--- src/rtl/video_timing_gen.sv ---
// Parametrised raster timing generator: pixel counters, DE/HSYNC/VSYNC, line/frame strobes
// and a frame counter, with flags delayed to match a pixel source of known latency.
module video_timing_gen #(
  parameter int CNT_W      = 12,
  parameter int H_ACTIVE   = 640,
  parameter int H_FP       = 16,
  parameter int H_SYNC     = 96,
  parameter int H_BP       = 48,
  parameter int V_ACTIVE   = 480,
  parameter int V_FP       = 10,
  parameter int V_SYNC     = 2,
  parameter int V_BP       = 33,
  parameter int HS_POL     = 1,
  parameter int VS_POL     = 1,
  parameter int PIPE_DELAY = 0
) (
  input  logic             clk,
  input  logic             rst_n,
  input  logic             enable,
  output logic [CNT_W-1:0] x,
  output logic [CNT_W-1:0] y,
  output logic             de,
  output logic             hsync,
  output logic             vsync,
  output logic             line_start,
  output logic             frame_start,
  output logic [15:0]      frame_count,
  output logic             busy
);

  localparam int H_TOTAL = H_ACTIVE + H_FP + H_SYNC + H_BP;
  localparam int V_TOTAL = V_ACTIVE + V_FP + V_SYNC + V_BP;

  localparam logic [CNT_W-1:0] H_LAST     = CNT_W'(H_TOTAL - 1);
  localparam logic [CNT_W-1:0] V_LAST     = CNT_W'(V_TOTAL - 1);
  localparam logic [CNT_W-1:0] H_DE_END   = CNT_W'(H_ACTIVE);
  localparam logic [CNT_W-1:0] V_DE_END   = CNT_W'(V_ACTIVE);
  localparam logic [CNT_W-1:0] H_HS_START = CNT_W'(H_ACTIVE + H_FP);
  localparam logic [CNT_W-1:0] H_HS_END   = CNT_W'(H_ACTIVE + H_FP + H_SYNC);
  localparam logic [CNT_W-1:0] V_VS_START = CNT_W'(V_ACTIVE + V_FP);
  localparam logic [CNT_W-1:0] V_VS_END   = CNT_W'(V_ACTIVE + V_FP + V_SYNC);

  localparam logic HS_INV = (HS_POL == 0);
  localparam logic VS_INV = (VS_POL == 0);

  // Flag vector bit positions inside the delay line
  localparam int F_DE = 0;
  localparam int F_HS = 1;
  localparam int F_VS = 2;
  localparam int F_LS = 3;
  localparam int F_FS = 4;

  typedef enum logic [1:0] {
    IDLE  = 2'd0,
    RUN   = 2'd1,
    DRAIN = 2'd2
  } state_t;

  state_t     state;
  state_t     state_nxt;
  logic       running;
  logic       line_end;
  logic       frame_end;
  logic [4:0] flags_nxt;
  logic [4:0] pipe [0:PIPE_DELAY];

  assign running   = (state != IDLE);
  assign line_end  = (x == H_LAST);
  assign frame_end = running && line_end && (y == V_LAST);
  assign busy      = running;

  always_ff @(posedge clk or negedge rst_n) begin
    if (!rst_n) begin
      state <= IDLE;
    end else begin
      state <= state_nxt;
    end
  end

  // Enable changes only redirect the FSM; the raster keeps counting until a frame boundary
  always_comb begin
    state_nxt = state;
    case (state)
      IDLE: begin
        if (enable) state_nxt = RUN;
      end
      RUN: begin
        if (frame_end)   state_nxt = enable ? RUN : IDLE;
        else if (!enable) state_nxt = DRAIN;
      end
      DRAIN: begin
        if (frame_end)   state_nxt = enable ? RUN : IDLE;
        else if (enable) state_nxt = RUN;
      end
      default: state_nxt = IDLE;
    endcase
  end

  always_ff @(posedge clk or negedge rst_n) begin
    if (!rst_n) begin
      x <= '0;
      y <= '0;
    end else if (!running) begin
      x <= '0;
      y <= '0;
    end else if (line_end) begin
      x <= '0;
      y <= (y == V_LAST) ? '0 : y + 1'b1;
    end else begin
      x <= x + 1'b1;
    end
  end

  always_ff @(posedge clk or negedge rst_n) begin
    if (!rst_n) begin
      frame_count <= '0;
    end else if (running && (x == '0) && (y == '0)) begin
      frame_count <= frame_count + 16'd1;
    end
  end

  always_comb begin
    flags_nxt = '0;
    if (running) begin
      flags_nxt[F_DE] = (x < H_DE_END) && (y < V_DE_END);
      flags_nxt[F_HS] = (x >= H_HS_START) && (x < H_HS_END);
      flags_nxt[F_VS] = (y >= V_VS_START) && (y < V_VS_END);
      flags_nxt[F_LS] = (x == '0);
      flags_nxt[F_FS] = (x == '0) && (y == '0);
    end
  end

  // Keeps shifting while idle so the last frame's trailing flags drain out as zeros
  always_ff @(posedge clk or negedge rst_n) begin
    if (!rst_n) begin
      for (int i = 0; i <= PIPE_DELAY; i++) pipe[i] <= '0;
    end else begin
      pipe[0] <= flags_nxt;
      for (int i = 1; i <= PIPE_DELAY; i++) pipe[i] <= pipe[i-1];
    end
  end

  assign de          = pipe[PIPE_DELAY][F_DE];
  assign hsync       = pipe[PIPE_DELAY][F_HS] ^ HS_INV;
  assign vsync       = pipe[PIPE_DELAY][F_VS] ^ VS_INV;
  assign line_start  = pipe[PIPE_DELAY][F_LS];
  assign frame_start = pipe[PIPE_DELAY][F_FS];

endmodule

--- config.mk ---
export PLATFORM = sky130hd
export DESIGN_NAME = video_timing_gen
export DESIGN_NICKNAME = d
export VERILOG_FILES = /design/src/rtl/video_timing_gen.sv
export SDC_FILE = /design/constraint.sdc
export NUM_CORES = 1
export LEC_CHECK = 0
export CORE_AREA = 2 2 75 77
export DETAILED_ROUTE_END_ITERATION = 7
export DIE_AREA = 0 0 77 79
export PLACE_DENSITY = 0.73
export SLEW_MARGIN = 20
export SYNTH_ARGS = -nofsm -noshare
export SYNTH_HDL_FRONTEND = slang
export SYNTH_SLANG_ARGS = --single-unit
export TNS_END_PERCENT = 100
--- constraint.sdc ---
create_clock -name clk -period 2 [get_ports clk]
set_input_delay 0.2 -clock clk [delete_from_list [all_inputs] [get_ports clk]]
set_output_delay 0.2 -clock clk [all_outputs]
set_load 0.05 [all_outputs]
## After elaboration in Yosys (flattened, before gate mapping)

Index checks and enable logic that the tools add are counted.

| cells by class | value |
|---|---|
| add/sub/neg operators | 3 |
| equal/unequal tests | 6 |
| bitwise gates (word level) | 0 |
| div/mod/pow operators | 0 |
| shift-type cells | 0 |
| multiplexer cells | 12 |
| reduce and logical (&&, ||, !) cells | 12 |
| magnitude comparators | 6 |
| multiply operators | 0 |

Operator list:

| kind | number |
|---|---|
| $mux W12 | 5 |
| $add A12 B1 Y12 const B | 2 |
| $eq A12 B10 Y1 const B | 2 |
| $logic_not A12 Y1 | 2 |
| $lt A12 B10 Y1 const B | 2 |
| $lt A12 B9 Y1 const B | 2 |
| $add A16 B1 Y16 const B | 1 |
| $ge A12 B10 Y1 const B | 1 |
| $ge A12 B9 Y1 const B | 1 |
| $logic_and A1 B1 Y1 | 8 |
| $mux W2 | 4 |
| $pmux W2 S3 | 1 |
| $mux W5 | 1 |
| $ne A3 B3 Y1 const B | 1 |
| $eq A2 B1 Y1 const B | 1 |
| $eq A2 B2 Y1 const B | 1 |
| $logic_not A2 Y1 | 1 |
| $ne A2 B1 Y1 const B | 1 |
| $reduce_bool A2 Y1 | 1 |
| $mux W1 | 1 |

| word-level totals | value |
|---|---|
| output and inout port bits | 46 |
| bits of input ports | 3 |
| latch bits | 0 |
| memories kept | 0 |
| RAM bits | 0 |
| flip-flop bits (word level) | 47 |
| ROM bits | 0 |
| logic and storage cells | 44 |

## Longest topological paths before layout

| depth | value |
|---|---|
| depth after elaboration | 5 |
| gate-level depth with buffers | 8 |
| mapped depth without buffers | 7 |

## Least setup slack after synthesis

Ideal clock, no wire load.

| timing | value |
|---|---|
| path kind | reg-to-reg |
| start point | register x[0] |
| end point | register y[7] |
| data required time | 1930 ps |
| arrival | 2356 ps |
| buffers on the path | 0 |
| slack | -426 ps |
| period minus slack after synthesis | 2426 ps |
| setup time | 70 ps |
| stages on the path, launching flop included | 7 |
| path through | dfrtp_1 > ha_1 > and4_1 > nand3_1 > or4_1 > or3_1 > nand3_1 |

| on the way | value |
|---|---|
| word-level cells in the longest chain between the ends | 2 |

Ends and longest elaborated chain:

| what | line | RTL |
|---|---|---|
| start: declaration | 20 | `output logic [CNT_W-1:0] x,` |
| start signal: assignment | 110 | `x <= x + 1'b1;` |
| $eq A12 B10 Y1 | 68 | `assign line_end = (x == H_LAST);` |
| $ne A2 B1 Y1 (no source line) | - |  |
| end signal: assignment | 108 | `y <= (y == V_LAST) ? '0 : y + 1'b1;` |
| end: declaration | 21 | `output logic [CNT_W-1:0] y,` |

No other way between the ends.
A chain may end at the register's enable or synchronous reset.

## Final worst setup path

| timing | value |
|---|---|
| start point | register y[8] |
| end point | register y[4] |

| on the way | value |
|---|---|
| word-level cells in the longest chain between the ends | 4 |

Ends and longest elaborated chain:

| what | line | RTL |
|---|---|---|
| $eq A12 B10 Y1 | 108 |  |
| $mux W12 | 108 |  |
| $mux W12 | 106 | `end else if (line_end) begin` |
| $mux W12 | 103 | `end else if (!running) begin` |

No other way between the ends. The select of a mux whose other input is x is not followed.

==> flow_summary_export.csv <==
group,metric,value,unit
yosys,syn_avg_cell_area,9.98,sq um
yosys,yosysTopAreaCellShare,49.5,%
final_layout,finalNonFillerCells,409,
yosys,syn_inst,238,
route,drtPass1Iterations,4,
final_layout,n_antenna_cell,0,
route,wl,6650,um
grt,grt_max_degree,31,
clock_network,root_buffer,"clkbuf_8",
grt,grt-ovfl-total,0,
yosys,ys_seq_area_share,49.5,%
floorplanning,core,0.00534,sq mm
floorplanning,die_area,0.00608,sq mm
route,drt_iter0_drc,116,
sta,final-setup-viol-count,23,
pwr,power.density,761,mW/mm^2
sta,relSlewSlack,53.1,%
yosys,synth-async-reset-ratio,100,%
grt,grt_usage,21.2,%
grt,grt_pass1_vias,2166,
yosys,yosys.area_share.simple,27.8,%
sta,finalWorstSetupSlack,-0.154,ns
sta,finalMaxSlewViolations,0,
yosys,synth_common_cells,"47 x dfrtp_1, 20 x nor2_1, 19 x nand2_1, 19 x nand3_1, 19 x xor2_1",
yosys,synth-compound-area-share,5.63,%
yosys,synth_top_family_by_area,"simple AND/OR/NAND/NOR gates",
placed_design,placed_cells,391,
grt,grt_first_pass_wirelength,10200,um
yosys,synth_seq_cells,47,
yosys,synth_flop_cell,"dfrtp_1",
yosys,synthAdderAreaFrac,2.63,%
sta,fin_crit,2.15,ns
yosys,synth.area.top_cells,"dfrtp_1 49%, xor2_1 7.0%, nand3_1 4.0%",
setup_path,worstPathRequired,2.19,ns
clock_network,cts_tree,"yes",
pwr,switchingPower,1040,uW
clock_network,clkTransAtPathRegs,0.09,ns
yosys,syn_area,0.00238,sq mm
grt,antenna_found_initial,0,
placed_design,port-buffer-count,48,
route,viasPerCell,5.42,
pwr,vdd.ir_drop.worst,488,uV
setup_path,crit_path_start_kind,"flop",
sta,post-route-period-util,108,%
status,status,"finished with violations",
pwr,p_int,1690,uW
sta,finalClockSkew,0.0110,ns
floorplanning,die_y,79,um
floorplanning,io_pins,49,
flow_run,max_cap_violations,0,
route,ant_nets,0,
pwr,swShare,38.0,%
pwr,pwr-share-clk,23.4,%
yosys,syn-num-nets,246,
yosys,yosys.area.top_type,"dfrtp_1",
final_layout,fillers,444,
min_path,hp-class,"in2async",
sta,max_freq,464,MHz
yosys,muxShareOfSynthArea,0.474,%
final_layout,drive_above_1_share,30.3,%
sta,tightest_slew,0.697,ns
final_layout,area_growth,50.9,%
setup_path,worst-setup-path-type,"reg2reg",
yosys,yosys_warnings,0,
route,via_count,2216,
floorplanning,die_w,77,um
final_layout,nets,344,
yosys,synth-xor-area-share,10.3,%
placed_design,gp_congestion,0.869,
sta,hold_violations,0,
setup_path,cp_max_fo,6,
yosys,ys_types,36,
clock_network,cts_sinks,47,
pwr,leakage,0.00157,uW
setup_path,crit_arrival,2.35,ns
pwr,seq_power_share,41.9,%
floorplanning,rows,27,
yosys,synth_most_common_cell,"dfrtp_1",
clock_network,numCtsBuffers,5,
setup_path,end_kind,"flop",
placed_design,pre_cts_ws,-0.229,ns
clock_network,insertion_delay,0.30,ns
sta,rsz0062_at_grt,"true",
clock_network,clockBufferDepth,2,
route,drc,0,
floorplanning,start_util,44.5,%
placed_design,place_hpwl,4410,um
clock_network,cts_max_level,2,
route,wl_per_cell,16.3,um
yosys,synth_edf_count,0,
pwr,p_comb_share,34.7,%
status,violations,"negative setup slack",
registers in the layout (all words and copies together), names as in the netlist:
signal / flops
pipe: 5
frame_count: 16
state: 2
y: 12
x: 12
per-stage QoR:
| stage | hold slack, ns | util (%) | total power (uW) | TNS (ns) | cell area (sq um) |
|---|---|---|---|---|---|
| CTS | 0.481 | 64.5 | 2700 | -1.14 | 3440 |
| floorplan | -0.0956 | - | 1710 | -1.98 | 2430 |
| global route | 0.498 | 67.2 | 2870 | -3.82 | 3580 |
| global placement | 0.280 | 61.1 | 2020 | -1.78 | 3260 |
| finish | 0.464 | 67.2 | 2730 | -1.66 | 3580 |
| detailed placement | 0.278 | 61.1 | 2040 | -2.76 | 3260 |
timing repair:
action	in CTS	in global routing
endpoints found under the hold margin	29	0
setup endpoints to repair	28	28
resized for setup	11	22
setup buffers	1	8
pin swaps	8	18
gates cloned	0	1
hold buffers	1	0
final timing paths:
path	startpoint	endpoint	slack [ns]	cells past startpoint
max	y[8]	y[4]	-0.15	7
min reg2reg	frame_count[15]	frame_count[15]	0.48	1
max reg2reg	y[8]	y[4]	-0.15	7
min	rst_n	y[0]	0.46	2
min in group clk	frame_count[15]	frame_count[15]	0.48	1
max in group asynchronous	rst_n	frame_count[3]	0.84	3
cells by family (layout without fill, tap and decap cells):
group | count (synthesis) | after routing
XOR/XNOR | 28 | 28
adder cells (fa/ha/maj) | 5 | 5
flip-flops | 47 | 47
multiplexers | 1 | 1
AO/OA/AOI/OAI | 23 | 23
buffers and inverters | 19 | 117
AND/OR/NAND/NOR | 115 | 116
critical path, stage by stage (launching register included):
cell	delay, ns
dfrtp_2	0.41
or4_4	0.58
buf_6	0.15
nor4_4	0.35
buf_4	0.18
nor4_4	0.05
a41oi_1	0.26
a31oi_1	0.06
cell type report:
cell class / instances / area (sq um) / share of cell area [%]
clock buffers: 7 / 96.3 / 2.69
clock inverters: 1 / 7.51 / 0.209
inverters: 11 / 41.3 / 1.15
multi-input cells: 173 / 1290 / 36.0
flip-flops and latches: 47 / 1190 / 33.3
well taps: 72 / 90.1 / 2.51
repair buffers: 98 / 866 / 24.2
power groups by stage:
| stage | sequential (uW) | clock (uW) | combinational, uW |
|---|---|---|---|
| 6_report | 1140 | 638 | 947 |
| 2_1_floorplan | 1460 | 0 | 247 |
| 4_1_cts | 1140 | 649 | 910 |
| 3_3_place_gp | 1160 | 0 | 866 |
| 3_5_place_dp | 1160 | 0 | 879 |
| 5_1_grt | 1160 | 701 | 1000 |
placed cells by master, fill, tap and decap left out, types with 2 or more instances in the layout:
cell type        count
clkdlybuf4s50_1     45
and2_1               4
a21oi_1              3
inv_1               11
nand2_1             18
nor3_1               5
and3_1               2
nor4_1               5
ha_1                 4
or3_1                2
nor3_4               2
o21ai_0              2
xnor2_1              9
nand4_1             13
nor2_1              20
dfrtp_2             13
xor2_1              19
o21ai_1              4
buf_4               46
nand3_1             18
clkbuf_8             7
nor3_2               5
a31oi_1              7
dfrtp_1             34
o21ai_2              4
or4_4                3
buf_6                3
nor4_4               6
layer usage:
layer	global-route usage, %	up-vias	part of all wire (%)
met5	0	-	0
met4	8.21	0	1.6
met3	3.41	10	4.2
met2	37.2	70	53
met1	26.4	1095	41
li1	-	1041	-
Note: power is estimated with default switching activity, not from simulation.
